--- src/rtl/pipeline_adder_64_if.sv ---
// Operand/result handshake bundle for pipeline_adder_64.
// The master side presents operands and consumes results.
interface pipeline_adder_64_if #(
  parameter int WIDTH = 64
);
  logic             in_valid;
  logic             in_ready;
  logic [WIDTH-1:0] a;
  logic [WIDTH-1:0] b;
  logic             cin;
  logic             out_valid;
  logic             out_ready;
  logic [WIDTH-1:0] sum;
  logic             cout;

  modport master (
    output in_valid, a, b, cin, out_ready,
    input  in_ready, out_valid, sum, cout
  );

  modport slave (
    input  in_valid, a, b, cin, out_ready,
    output in_ready, out_valid, sum, cout
  );
endinterface

--- src/rtl/pipeline_adder_64.sv ---
// Carry-pipelined adder: each stage ripple-adds one CW-bit chunk and hands its
// carry, the partial sum and the untouched upper operand chunks to the next stage.
module pipeline_adder_64 #(
  parameter int WIDTH  = 64,
  parameter int STAGES = 4
) (
  input logic                clk,
  input logic                rst,
  pipeline_adder_64_if.slave bus
);
  localparam int CW = WIDTH / STAGES;
  localparam logic [WIDTH-1:0] CHUNK_MASK = WIDTH'({CW{1'b1}});

  logic [STAGES-1:0]            valid_q, valid_d;
  logic [STAGES-1:0]            carry_q, carry_d;
  logic [STAGES-1:0][WIDTH-1:0] sum_q, sum_d;
  logic [STAGES-1:0][WIDTH-1:0] a_q, a_d;
  logic [STAGES-1:0][WIDTH-1:0] b_q, b_d;

  logic [STAGES-1:0]            src_valid;
  logic [STAGES-1:0]            src_carry;
  logic [STAGES-1:0][WIDTH-1:0] src_sum;
  logic [STAGES-1:0][WIDTH-1:0] src_a;
  logic [STAGES-1:0][WIDTH-1:0] src_b;
  logic [STAGES-1:0][WIDTH-1:0] add_sum;
  logic [STAGES-1:0]            add_carry;

  logic out_valid;
  logic in_ready;
  logic unused_tail;

  // out_valid is masked during reset so in_ready reads 1 before the clearing edge.
  assign out_valid     = valid_q[STAGES-1] & ~rst;
  assign in_ready      = bus.out_ready | ~out_valid;
  assign bus.out_valid = out_valid;
  assign bus.in_ready  = in_ready;
  assign bus.sum       = sum_q[STAGES-1];
  assign bus.cout      = carry_q[STAGES-1];
  assign unused_tail   = ^{a_q[STAGES-1], b_q[STAGES-1]};

  always_comb begin
    src_valid[0] = bus.in_valid;
    src_carry[0] = bus.cin;
    src_sum[0]   = '0;
    src_a[0]     = bus.a;
    src_b[0]     = bus.b;
    for (int k = 1; k < STAGES; k++) begin
      src_valid[k] = valid_q[k-1];
      src_carry[k] = carry_q[k-1];
      src_sum[k]   = sum_q[k-1];
      src_a[k]     = a_q[k-1];
      src_b[k]     = b_q[k-1];
    end
  end

  always_comb begin
    logic c;
    c         = 1'b0;
    add_sum   = src_sum;
    add_carry = '0;
    for (int k = 0; k < STAGES; k++) begin
      c = src_carry[k];
      for (int i = 0; i < CW; i++) begin
        add_sum[k][k*CW+i] = src_a[k][k*CW+i] ^ src_b[k][k*CW+i] ^ c;
        c = (src_a[k][k*CW+i] & src_b[k][k*CW+i]) |
            (c & (src_a[k][k*CW+i] ^ src_b[k][k*CW+i]));
      end
      add_carry[k] = c;
    end
  end

  // Whole pipeline moves as one; a stalled output freezes every stage.
  always_comb begin
    valid_d = valid_q;
    carry_d = carry_q;
    sum_d   = sum_q;
    a_d     = a_q;
    b_d     = b_q;
    if (in_ready) begin
      for (int k = 0; k < STAGES; k++) begin
        valid_d[k] = src_valid[k];
        carry_d[k] = add_carry[k];
        sum_d[k]   = add_sum[k];
        a_d[k]     = src_a[k] & ~(CHUNK_MASK << (k*CW));
        b_d[k]     = src_b[k] & ~(CHUNK_MASK << (k*CW));
      end
    end
  end

  always_ff @(posedge clk) begin
    if (rst) begin
      valid_q <= '0;
      carry_q <= '0;
      sum_q   <= '0;
      a_q     <= '0;
      b_q     <= '0;
    end else begin
      valid_q <= valid_d;
      carry_q <= carry_d;
      sum_q   <= sum_d;
      a_q     <= a_d;
      b_q     <= b_d;
    end
  end
endmodule

--- src/flat_wrapper.sv ---
// flat-port wrapper written by rule: the top's interface ports become plain ports
module pipeline_adder_64_flat 
#(
  parameter int WIDTH  = 64,
  parameter int STAGES = 4
)
  (clk, rst, bus_in_valid, bus_a, bus_b, bus_cin, bus_out_ready, bus_in_ready, bus_out_valid, bus_sum, bus_cout);
  pipeline_adder_64_if #(.WIDTH(WIDTH)) bus_i ();
  input logic clk;
  input logic rst;
  input wire logic [$bits(bus_i.in_valid)-1:0] bus_in_valid;
  input wire logic [$bits(bus_i.a)-1:0] bus_a;
  input wire logic [$bits(bus_i.b)-1:0] bus_b;
  input wire logic [$bits(bus_i.cin)-1:0] bus_cin;
  input wire logic [$bits(bus_i.out_ready)-1:0] bus_out_ready;
  output wire logic [$bits(bus_i.in_ready)-1:0] bus_in_ready;
  output wire logic [$bits(bus_i.out_valid)-1:0] bus_out_valid;
  output wire logic [$bits(bus_i.sum)-1:0] bus_sum;
  output wire logic [$bits(bus_i.cout)-1:0] bus_cout;
  assign bus_i.in_valid = bus_in_valid;
  assign bus_i.a = bus_a;
  assign bus_i.b = bus_b;
  assign bus_i.cin = bus_cin;
  assign bus_i.out_ready = bus_out_ready;
  assign bus_in_ready = bus_i.in_ready;
  assign bus_out_valid = bus_i.out_valid;
  assign bus_sum = bus_i.sum;
  assign bus_cout = bus_i.cout;
  pipeline_adder_64 #(.WIDTH(WIDTH), .STAGES(STAGES)) u_core (.clk(clk), .rst(rst), .bus(bus_i));
endmodule
--- config.mk ---
export PLATFORM = sky130hd
export DESIGN_NAME = pipeline_adder_64_flat
export DESIGN_NICKNAME = d
export VERILOG_FILES = /design/src/rtl/pipeline_adder_64_if.sv /design/src/rtl/pipeline_adder_64.sv /design/src/flat_wrapper.sv
export SDC_FILE = /design/constraint.sdc
export NUM_CORES = 1
export LEC_CHECK = 0
export CAP_MARGIN = 20
export CORE_UTILIZATION = 45
export DETAILED_ROUTE_END_ITERATION = 12
export GPL_ROUTABILITY_DRIVEN = 0
export PLACE_DENSITY = 0.67
export SYNTH_ARGS = -nofsm -noshare
export SYNTH_HDL_FRONTEND = slang
export SYNTH_SLANG_ARGS = --single-unit
--- constraint.sdc ---
create_clock -name clk -period 10.3 [get_ports clk]
set_input_delay 1.03 -clock clk [delete_from_list [all_inputs] [get_ports clk]]
set_output_delay 1.03 -clock clk [all_outputs]
set_load 0.005 [all_outputs]
# Yosys cells after proc, flatten, opt, wreduce, memory -nomap -nowiden
# Cells that the tools add are included.
# totals
register_bits	360
latch_bits	0
ramBits	0
romBits	0
inputBits	133
elab_cells	336
mem_count	0
# op_classes
addsub	0
n_mul	0
div	0
order_cmp	0
n_eq_ne	0
n_shift	0
n_mux	0
bitwise	324
n_reduce_logical	0
# op_table
cell	count
1-bit AND	129
1-bit XOR	128
1-bit OR	65
1-bit NOT	2

# Logic depth before layout (Yosys ltp)
# Gate-level depths: netlist of the first run.
# logic_depth
depth_word	33
ltp_mapped	20
depth_no_buf	20

# Worst setup path before layout of the first run
# No wires, ideal clock.
# synth_timing
path_type	reg2reg
start	register u_core.b_q[176] (netlist bit)
end	register u_core.sum_q (netlist bit u_core.bus.sum[63])
setup_time_ns	0.086
t_arrival_ns	7.490
required_time_ns	10.214
setup_slack_ns	2.725
stages_incl_launch_ff	21
cell_sequence	dfxtp_1 -> inv_1 -> fa_1 -> inv_1 -> fa_1 -> fa_1 -> fa_1 -> fa_1 -> fa_1 -> fa_1 -> fa_1 -> fa_1 -> fa_1 -> fa_1 -> fa_1 -> fa_1 -> fa_1 -> fa_1 -> inv_1 -> fa_1 -> a211oi_1
# synth_between
elab_chain_len	32
# synth_rtl
element	line_no	source
from (decl)	pipeline_adder_64.sv:18	logic [STAGES-1:0][WIDTH-1:0] b_q, b_d;
from (signal assigned)	pipeline_adder_64.sv:96	b_q <= '0;
from (signal assigned)	pipeline_adder_64.sv:102	b_q <= b_d;
1-bit XOR	pipeline_adder_64.sv:66	(c & (src_a[k][k*CW+i] ^ src_b[k][k*CW+i]));
1-bit AND	pipeline_adder_64.sv:66	
1-bit OR (*)	pipeline_adder_64.sv:65	c = (src_a[k][k*CW+i] & src_b[k][k*CW+i]) |
1-bit AND (*)	pipeline_adder_64.sv:66	
1-bit OR (*)	pipeline_adder_64.sv:65	
1-bit AND (*)	pipeline_adder_64.sv:66	
1-bit OR (*)	pipeline_adder_64.sv:65	
1-bit AND (*)	pipeline_adder_64.sv:66	
[... 16 more ...]	--	
1-bit OR (*)	pipeline_adder_64.sv:65	
1-bit AND (*)	pipeline_adder_64.sv:66	
1-bit OR (*)	pipeline_adder_64.sv:65	
1-bit AND (*)	pipeline_adder_64.sv:66	
1-bit OR (*)	pipeline_adder_64.sv:65	
1-bit AND (*)	pipeline_adder_64.sv:66	
1-bit OR (*)	pipeline_adder_64.sv:65	
1-bit XOR (*)	pipeline_adder_64.sv:64	add_sum[k][k*CW+i] = src_a[k][k*CW+i] ^ src_b[k][k*CW+i] ^ c;
to (signal assigned)	pipeline_adder_64.sv:100	sum_q <= sum_d;
to (decl)	pipeline_adder_64.sv:16	logic [STAGES-1:0][WIDTH-1:0] sum_q, sum_d;
# Every way passes the cells marked *; elsewhere a longest branch is shown, timed or not.
# A chain may end at the register's enable or synchronous reset.

# Final worst setup path of the first run
# layout_timing
start	register u_core.a_q[16] (netlist bit)
end	register u_core.sum_q (netlist bit u_core.add_sum[159])
# layout_between
elab_chain_len	32
# layout_rtl
element	line_no	source
from (decl)	pipeline_adder_64.sv:17	logic [STAGES-1:0][WIDTH-1:0] a_q, a_d;
from (signal assigned)	pipeline_adder_64.sv:95	a_q <= '0;
from (signal assigned)	pipeline_adder_64.sv:101	a_q <= a_d;
1-bit XOR	pipeline_adder_64.sv:66	
1-bit AND	pipeline_adder_64.sv:66	
1-bit OR (*)	pipeline_adder_64.sv:65	
1-bit AND (*)	pipeline_adder_64.sv:66	
1-bit OR (*)	pipeline_adder_64.sv:65	
1-bit AND (*)	pipeline_adder_64.sv:66	
1-bit OR (*)	pipeline_adder_64.sv:65	
1-bit AND (*)	pipeline_adder_64.sv:66	
[... 16 more ...]	--	
1-bit OR (*)	pipeline_adder_64.sv:65	
1-bit AND (*)	pipeline_adder_64.sv:66	
1-bit OR (*)	pipeline_adder_64.sv:65	
1-bit AND (*)	pipeline_adder_64.sv:66	
1-bit OR (*)	pipeline_adder_64.sv:65	
1-bit AND (*)	pipeline_adder_64.sv:66	
1-bit OR (*)	pipeline_adder_64.sv:65	
1-bit XOR (*)	pipeline_adder_64.sv:64	
# Marked as above.

==> summary.txt, run 1 <==
Synthesis
  • Top FF cell, synth: dfxtp_1
  • Post-synth EDFFs: 0
  • YS warnings: 0
  • Synth cell types: 18
  • Top cells by area, synth: dfxtp_1 45%, nand2b_1 14%, mux2i_1 12%
  • Syn nets: 1669
  • Most common cell in the netlist: dfxtp_1
  • Yosys top cell by area: dfxtp_1
  • Synthesized cell area: 16100 sq um
  • Number of synthesized register bits: 360
  • Sequential share of the synthesized area: 44.8%
  • Syn Inst Count: 1472
  • Mean Syn Cell Area: 10.9 sq um
  • Share of the synthesized area in the top cell type: 44.8%
  • Post-synthesis async set-or-reset flop share: 0%
  • Post-synth top cells: 360 x dfxtp_1, 349 x nand2b_1, 188 x mux2i_1

Floorplanning
  • Starting Density: 46.2%
  • Ports: 200
  • Core Footprint: 34900 sq um
  • Std cell rows: 68
  • Die area: 36500 sq um
  • Die X: 191 um
  • Die Ht: 191 um

Power and ir drop
  • Sw power: 0.704 mW
  • Switch share: 21.9%
  • Leak: 7.22 nW
  • Comb pwr share: 8.9%
  • Pwr Density: 165 nW/um^2
  • Clk network pwr share: 44.3%
  • Sequential Power Share: 46.8%
  • Int Pwr: 2.51 mW
  • Total power: 3.21 mW
  • Worst IR Drop VDD: 0.104 mV

GRT
  • First-pass GRT wire length: 54200 um
  • Vias in the first global route: 10500
  • GR Util All Layers: 18.2%
  • Initial antenna violation count: 0
  • Largest net degree at the start of global routing: 208
  • Total gr overflow: 0

STA
  • RSZ-0062 raised after global routing: false
  • Pins over their slew limit: 0
  • Final WS setup: 2.46 ns
  • Hold Vio Cnt, Final: 0
  • Fin crit share: 76.1%
  • Final setup viols: 0
  • Slew HR: 18.6%
  • Peak Freq: 128 MHz
  • Final Critical Period: 7.84 ns
  • Final Skew: 0.0104 ns
  • Setup TNS: 0 ns
  • Worst Tran Pin Value: 1.22 ns

Route
  • Drt initial violations: 529
  • Vias: 10600
  • DRC violations left: 0
  • Vias per cell: 5.11
  • Average wire per standard cell: 16.1 um
  • Drt first pass iters: 4
  • Routed WL: 33300 um
  • DRT antenna net count: 0

Layout
  • Area grow syn2layout: 21.0%
  • Post-route cell area: 19500 sq um
  • ANT cells: 0
  • Layout cell share with drive strength beyond 1: 4.89%
  • Nets@finish: 1783
  • Fin cells: 2071
  • Layout fillers: 3063

Setup path
  • CP max FO: 2
  • CP Launch Type: flop
  • Largest delay share family, worst path: adder cells
  • Worst r2r src: u_core.a_q[16]
  • FF-to-FF End: u_core.add_sum[159]
  • Worst path max stage delay: 0.49 ns
  • Worst reg-to-reg path cell count: 20
  • Critical-path top delay cell: fa_1
  • Critical Path Stages: 20
  • CP arrival: 8.26 ns
  • CP required: 10.72 ns
  • Crit path kind: flop to flop
  • R2R Setup Slk: 2.46 ns
  • Buffers & Inverters on Critical Path: 3
  • Most frequent cell on the critical path: fa_1
  • Crit path cell chain: inv_1, fa_1, inv_1, fa_1, fa_1, fa_1, fa_1, fa_1, fa_1, fa_1, fa_1, fa_1, fa_1, fa_1, fa_1, fa_1, fa_1, inv_1, fa_1, a211oi_1
  • Crit path capture type: flop

Placement
  • Placed cell count: 1998
  • DPL Wire Length: 20200 um
  • Placed instance area: 18100 sq um
  • Pre-CTS WS: 2.15 ns
  • IO Port Bufs: 199

Clock tree
  • Maximum clock insertion buffer count: 3
  • Setup bufs post-CTS: 0
  • Clock transition at path regs: 0.06 ns
  • CTS Hold Bufs: 0
  • CTS Root Cell: clkbuf_16
  • Htree depth: 2
  • CTS tree: done
  • Sink Count: 360
  • Clk_lat worst skew: 0.52 ns
  • # resized after CTS: 0
  • Num CTS Buffers: 40

Min path
  • Hold Path Depth: 2
  • Hold wc startpoint: u_core.valid_q[2]
  • Min-Delay Path Class: flop to flop
  • Hold path endpoint: u_core.valid_q[3]

Run
  • Total of max-cap violations: 0

Run status
  • Status: completed
[flip-flops by register name (all words and copies together), names as in the netlist]
name / count
u_core.add_sum: 96
u_core.b_q: 96
u_core.carry_q: 4
u_core.a_q: 96
u_core.valid_q: 4
u_core.bus.sum: 64
[placed cells by master, fill, tap and decap left out]
master and count:
clkbuf_1 8, dfxtp_4 1, nand2b_1 348, mux2i_1 188, clkbuf_16 42, nor3b_1 12, or4bb_1 21, buf_8 1
a21oi_1 1, nor2b_4 1, inv_1 29, a211oi_1 12, buf_16 1, bufinv_16 2, buf_12 1, nand2b_4 1
buf_4 9, o21ai_0 159, fa_1 64, clkdlybuf4s50_1 197, clkinv_2 9, nor2b_1 1, dfxtp_1 359, clkbuf_8 11
nand4bb_1 138
[logic make-up after synthesis]
group,after synthesis,share of synthesized area [%]
mux,188,11.7
simple gates,522,25.3
compound gates,172,5.53
buf+inv,166,4.73
fa+ha+maj,64,7.96
flops,360,44.8
[worst max path at each step]
stage                    startpoint             endpoint  slack [ns]
detailed placement          bus_cin   u_core.add_sum[79]        2.15
global placement            bus_cin   u_core.add_sum[79]        2.26
CTS                  u_core.a_q[16]  u_core.add_sum[159]        2.38
finish               u_core.a_q[16]  u_core.add_sum[159]        2.46
global route         u_core.a_q[16]  u_core.add_sum[159]        2.11
floorplan           u_core.b_q[176]   u_core.bus.sum[63]        2.72
[per-stage QoR]
stage | hold WS (ns) | utilization (%)
4_1_cts | 0.461 | 55.7
2_1_floorplan | 0.425 | -
5_1_grt | 0.483 | 55.8
6_report | 0.461 | 55.8
3_5_place_dp | 0.444 | 51.9
3_3_place_gp | 0.436 | 51.9
[tightest hold or removal path, cell delays in order (launching register included)]
cell	delay, ns
dfxtp_1	0.32
inv_1	0.05
a21oi_1	0.05
[routing by layer]
layer	up-vias	GRT usage, %	share of wire [%]
met5	-	0	0
met4	0	4.21	1.7
met3	41	2.94	3.7
met2	174	29.0	45
met1	5070	25.6	49
li1	5306	-	-
[layout make-up]
| cell class | instances | area, sq um | share of cell area (%) |
|---|---|---|---|
| clock buffer | 61 | 1230 | 6.33 |
| clock inverter | 11 | 105 | 0.540 |
| tap | 455 | 569 | 2.92 |
| inverter | 29 | 109 | 0.559 |
| timing repair buffer | 209 | 2100 | 10.8 |
| sequential | 360 | 7210 | 37.0 |
| multi-input combinational | 946 | 8150 | 41.8 |
[power by group through the flow]
| stage | Combinational (mW) | Sequential (mW) | Clock (mW) |
|---|---|---|---|
| 6_report | 0.285 | 1.50 | 1.42 |
| 5_1_grt | 0.318 | 1.51 | 1.52 |
| 4_1_cts | 0.289 | 1.50 | 1.46 |
| 3_5_place_dp | 0.288 | 1.53 | 0 |
| 3_3_place_gp | 0.282 | 1.53 | 0 |
| 2_1_floorplan | 0.171 | 1.53 | 0 |
No activity file was read; power rests on OpenSTA's default activity.
==> inputs of run 2 (changes only) <==
Settings changed: PLACE_DENSITY 0.67 to 0.69.
Clock period 10.3 ns to 6.7 ns, I/O delays scaled along.
==> run 2 against run 1 <==
Critical path depth stayed put. Design area is 0.51% higher. Clock-buffer cell count decreased by 3. Highest routed layer unchanged.
==> summary.txt, run 2 (same netlist as run 1, synthesis figures left out) <==
Power and ir drop
  • Clk network pwr share: 43.4%
  • Int Pwr: 3.79 mW
  • Leak: 7.11 nW
  • Worst IR Drop VDD: 0.165 mV
  • Switch share: 22.4%
  • Sequential Power Share: 47.5%
  • Total power: 4.88 mW
  • Sw power: 1.09 mW
  • Pwr Density: 249 nW/um^2
  • Comb pwr share: 9.0%

Clock tree
  • Sink Count: 360
  • Setup bufs post-CTS: 0
  • CTS Root Cell: clkbuf_16
  • Clk_lat worst skew: 0.52 ns
  • CTS tree: done
  • CTS Hold Bufs: 0
  • Num CTS Buffers: 39
  • Htree depth: 2
  • Maximum clock insertion buffer count: 3
  • Clock transition at path regs: 0.06 ns

GRT
  • Largest net degree at the start of global routing: 298
  • Initial antenna violation count: 1
  • First-pass GRT wire length: 54700 um
  • Total gr overflow: 0
  • GR Util All Layers: 18.3%
  • Vias in the first global route: 10500

STA
  • Fin crit share: 98.4%
  • Pins over their slew limit: 0
  • Slew HR: 24.0%
  • Peak Freq: 152 MHz
  • Hold Vio Cnt, Final: 0
  • Final Critical Period: 6.59 ns
  • Worst Tran Pin Value: 1.14 ns
  • RSZ-0062 raised after global routing: true
  • Final Skew: 0.0177 ns
  • Final setup viols: 0

Layout
  • Commonest non-fill, non-tap cell in the layout: dfxtp_1
  • Nets@finish: 1781
  • Area grow syn2layout: 21.6%
  • Most frequent cells in the layout: 358 x dfxtp_1, 348 x nand2b_1, 194 x clkdlybuf4s50_1
  • Fin cells: 2069
  • Layout cell share with drive strength beyond 1: 8.68%
  • Post-route cell area: 19600 sq um

Setup path
  • Crit path kind: flop to flop
  • Crit path capture type: flop
  • Worst r2r src: u_core.b_q[176]
  • Critical path startpoint: u_core.b_q[176]
  • CP arrival: 7.02 ns
  • FF-to-FF End: u_core.bus.sum[63]
  • CP required: 7.12 ns
  • R2R Setup Slk: 0.11 ns
  • Worst reg-to-reg path cell count: 20
  • CP Launch Type: flop
  • CP max FO: 2
  • End of the critical path: u_core.bus.sum[63]

Route
  • Vias: 10600
  • DRC violations left: 0
  • Vias per cell: 5.10
  • Average wire per standard cell: 16.2 um
  • DRT antenna net count: 0
  • Drt initial violations: 517
  • Routed WL: 33400 um
  • Drt first pass iters: 4

Floorplanning
  • Starting Density: 46.2%
  • Ports: 200
  • Die Ht: 191 um
  • Die X: 191 um
  • Core Footprint: 34900 sq um
  • Die area: 36500 sq um
  • Std cell rows: 68

Min path
  • Hold wc startpoint: u_core.valid_q[2]
  • Min-Delay Path Class: flop to flop

Placement
  • DPL Wire Length: 20200 um
  • Placed cell count: 1997
  • Placed instance area: 18200 sq um
  • IO Port Bufs: 199

Run status
  • Status: completed

Run
  • Total of max-cap violations: 0
## run 2: changes by cell type in the layout (fill, tap and decap cells not counted), sizes merged
cell           previous run  this run
clkinv                    9         5
clkdlybuf4s50           197       194
diode                     0         1
clkinvlp                  0         1
clkbuf                   61        58
buf                      12        11
bufinv                    2         3
inv                      29        32
dlymetal6s2s              0         3
## run 2: stage by stage
step | utilization (%) | hold WS [ns] | setup TNS, ns | worst slack (ns)
finish | 56.1 | 0.443 | 0 | 0.106
global route | 56.1 | 0.471 | -0.207 | -0.108
CTS | 56.0 | 0.442 | 0 | 0.00290
detailed placement | 52.3 | 0.430 | -2.33 | -0.708
global placement | 52.3 | 0.424 | -1.82 | -0.647
floorplan | - | 0.425 | -0.00128 | -0.00128
## run 2: cell type report
type / instances / area [sq um]
clock inverters: 12 / 149
inverters: 29 / 109
clock buffers: 58 / 1120
multi-input cells: 946 / 8300
repair buffers: 208 / 2110
fillers: 3113 / 15300
well taps: 455 / 569
flip-flops and latches: 360 / 7210
diodes: 1 / 2.50
## run 2: worst min-delay path by stage
stage | slack, ns | depth (start not counted) | end
5_1_grt | 0.47 | 2 | u_core.valid_q[3]
3_3_place_gp | 0.42 | 2 | u_core.valid_q[3]
3_5_place_dp | 0.43 | 2 | u_core.valid_q[3]
6_report | 0.44 | 2 | u_core.valid_q[3]
4_1_cts | 0.44 | 2 | u_core.valid_q[3]
2_1_floorplan | 0.43 | 2 | u_core.valid_q[3]
## run 2: power by group through the flow
stage	Sequential, mW	Combinational, mW	Clock [mW]
6_report	2.32	0.441	2.12
3_5_place_dp	2.36	0.444	0
5_1_grt	2.33	0.492	2.27
3_3_place_gp	2.36	0.435	0
2_1_floorplan	2.35	0.266	0
4_1_cts	2.32	0.447	2.18
## run 2: what timing repair did
| item | in CTS | in global routing |
|---|---|---|
| endpoints found under the setup margin | 6 | 4 |
| resized for setup | 7 | 18 |
| pin swaps | 17 | 38 |
| hold endpoints to repair | 0 | 0 |
## run 2: layer usage
metal	track usage, %	part of all wire, %	up-vias
met2	29.8	46	160
met5	0	0	-
met3	2.74	3.3	47
met4	4.24	1.6	0
li1	-	-	5285
met1	25.4	49	5065
## run 2: critical path, stage by stage (launching register included)
cell and delay, ns:
dfxtp_1 0.32, inv_2 0.06, fa_1 0.16, inv_1 0.05
fa_2 0.34, fa_2 0.37, fa_2 0.35, fa_2 0.37
fa_2 0.36, fa_2 0.41, fa_2 0.37, fa_2 0.40
fa_2 0.41, fa_2 0.37, fa_2 0.35, fa_2 0.37
fa_2 0.37, fa_2 0.36, inv_2 0.07, fa_1 0.40
a211oi_2 0.21
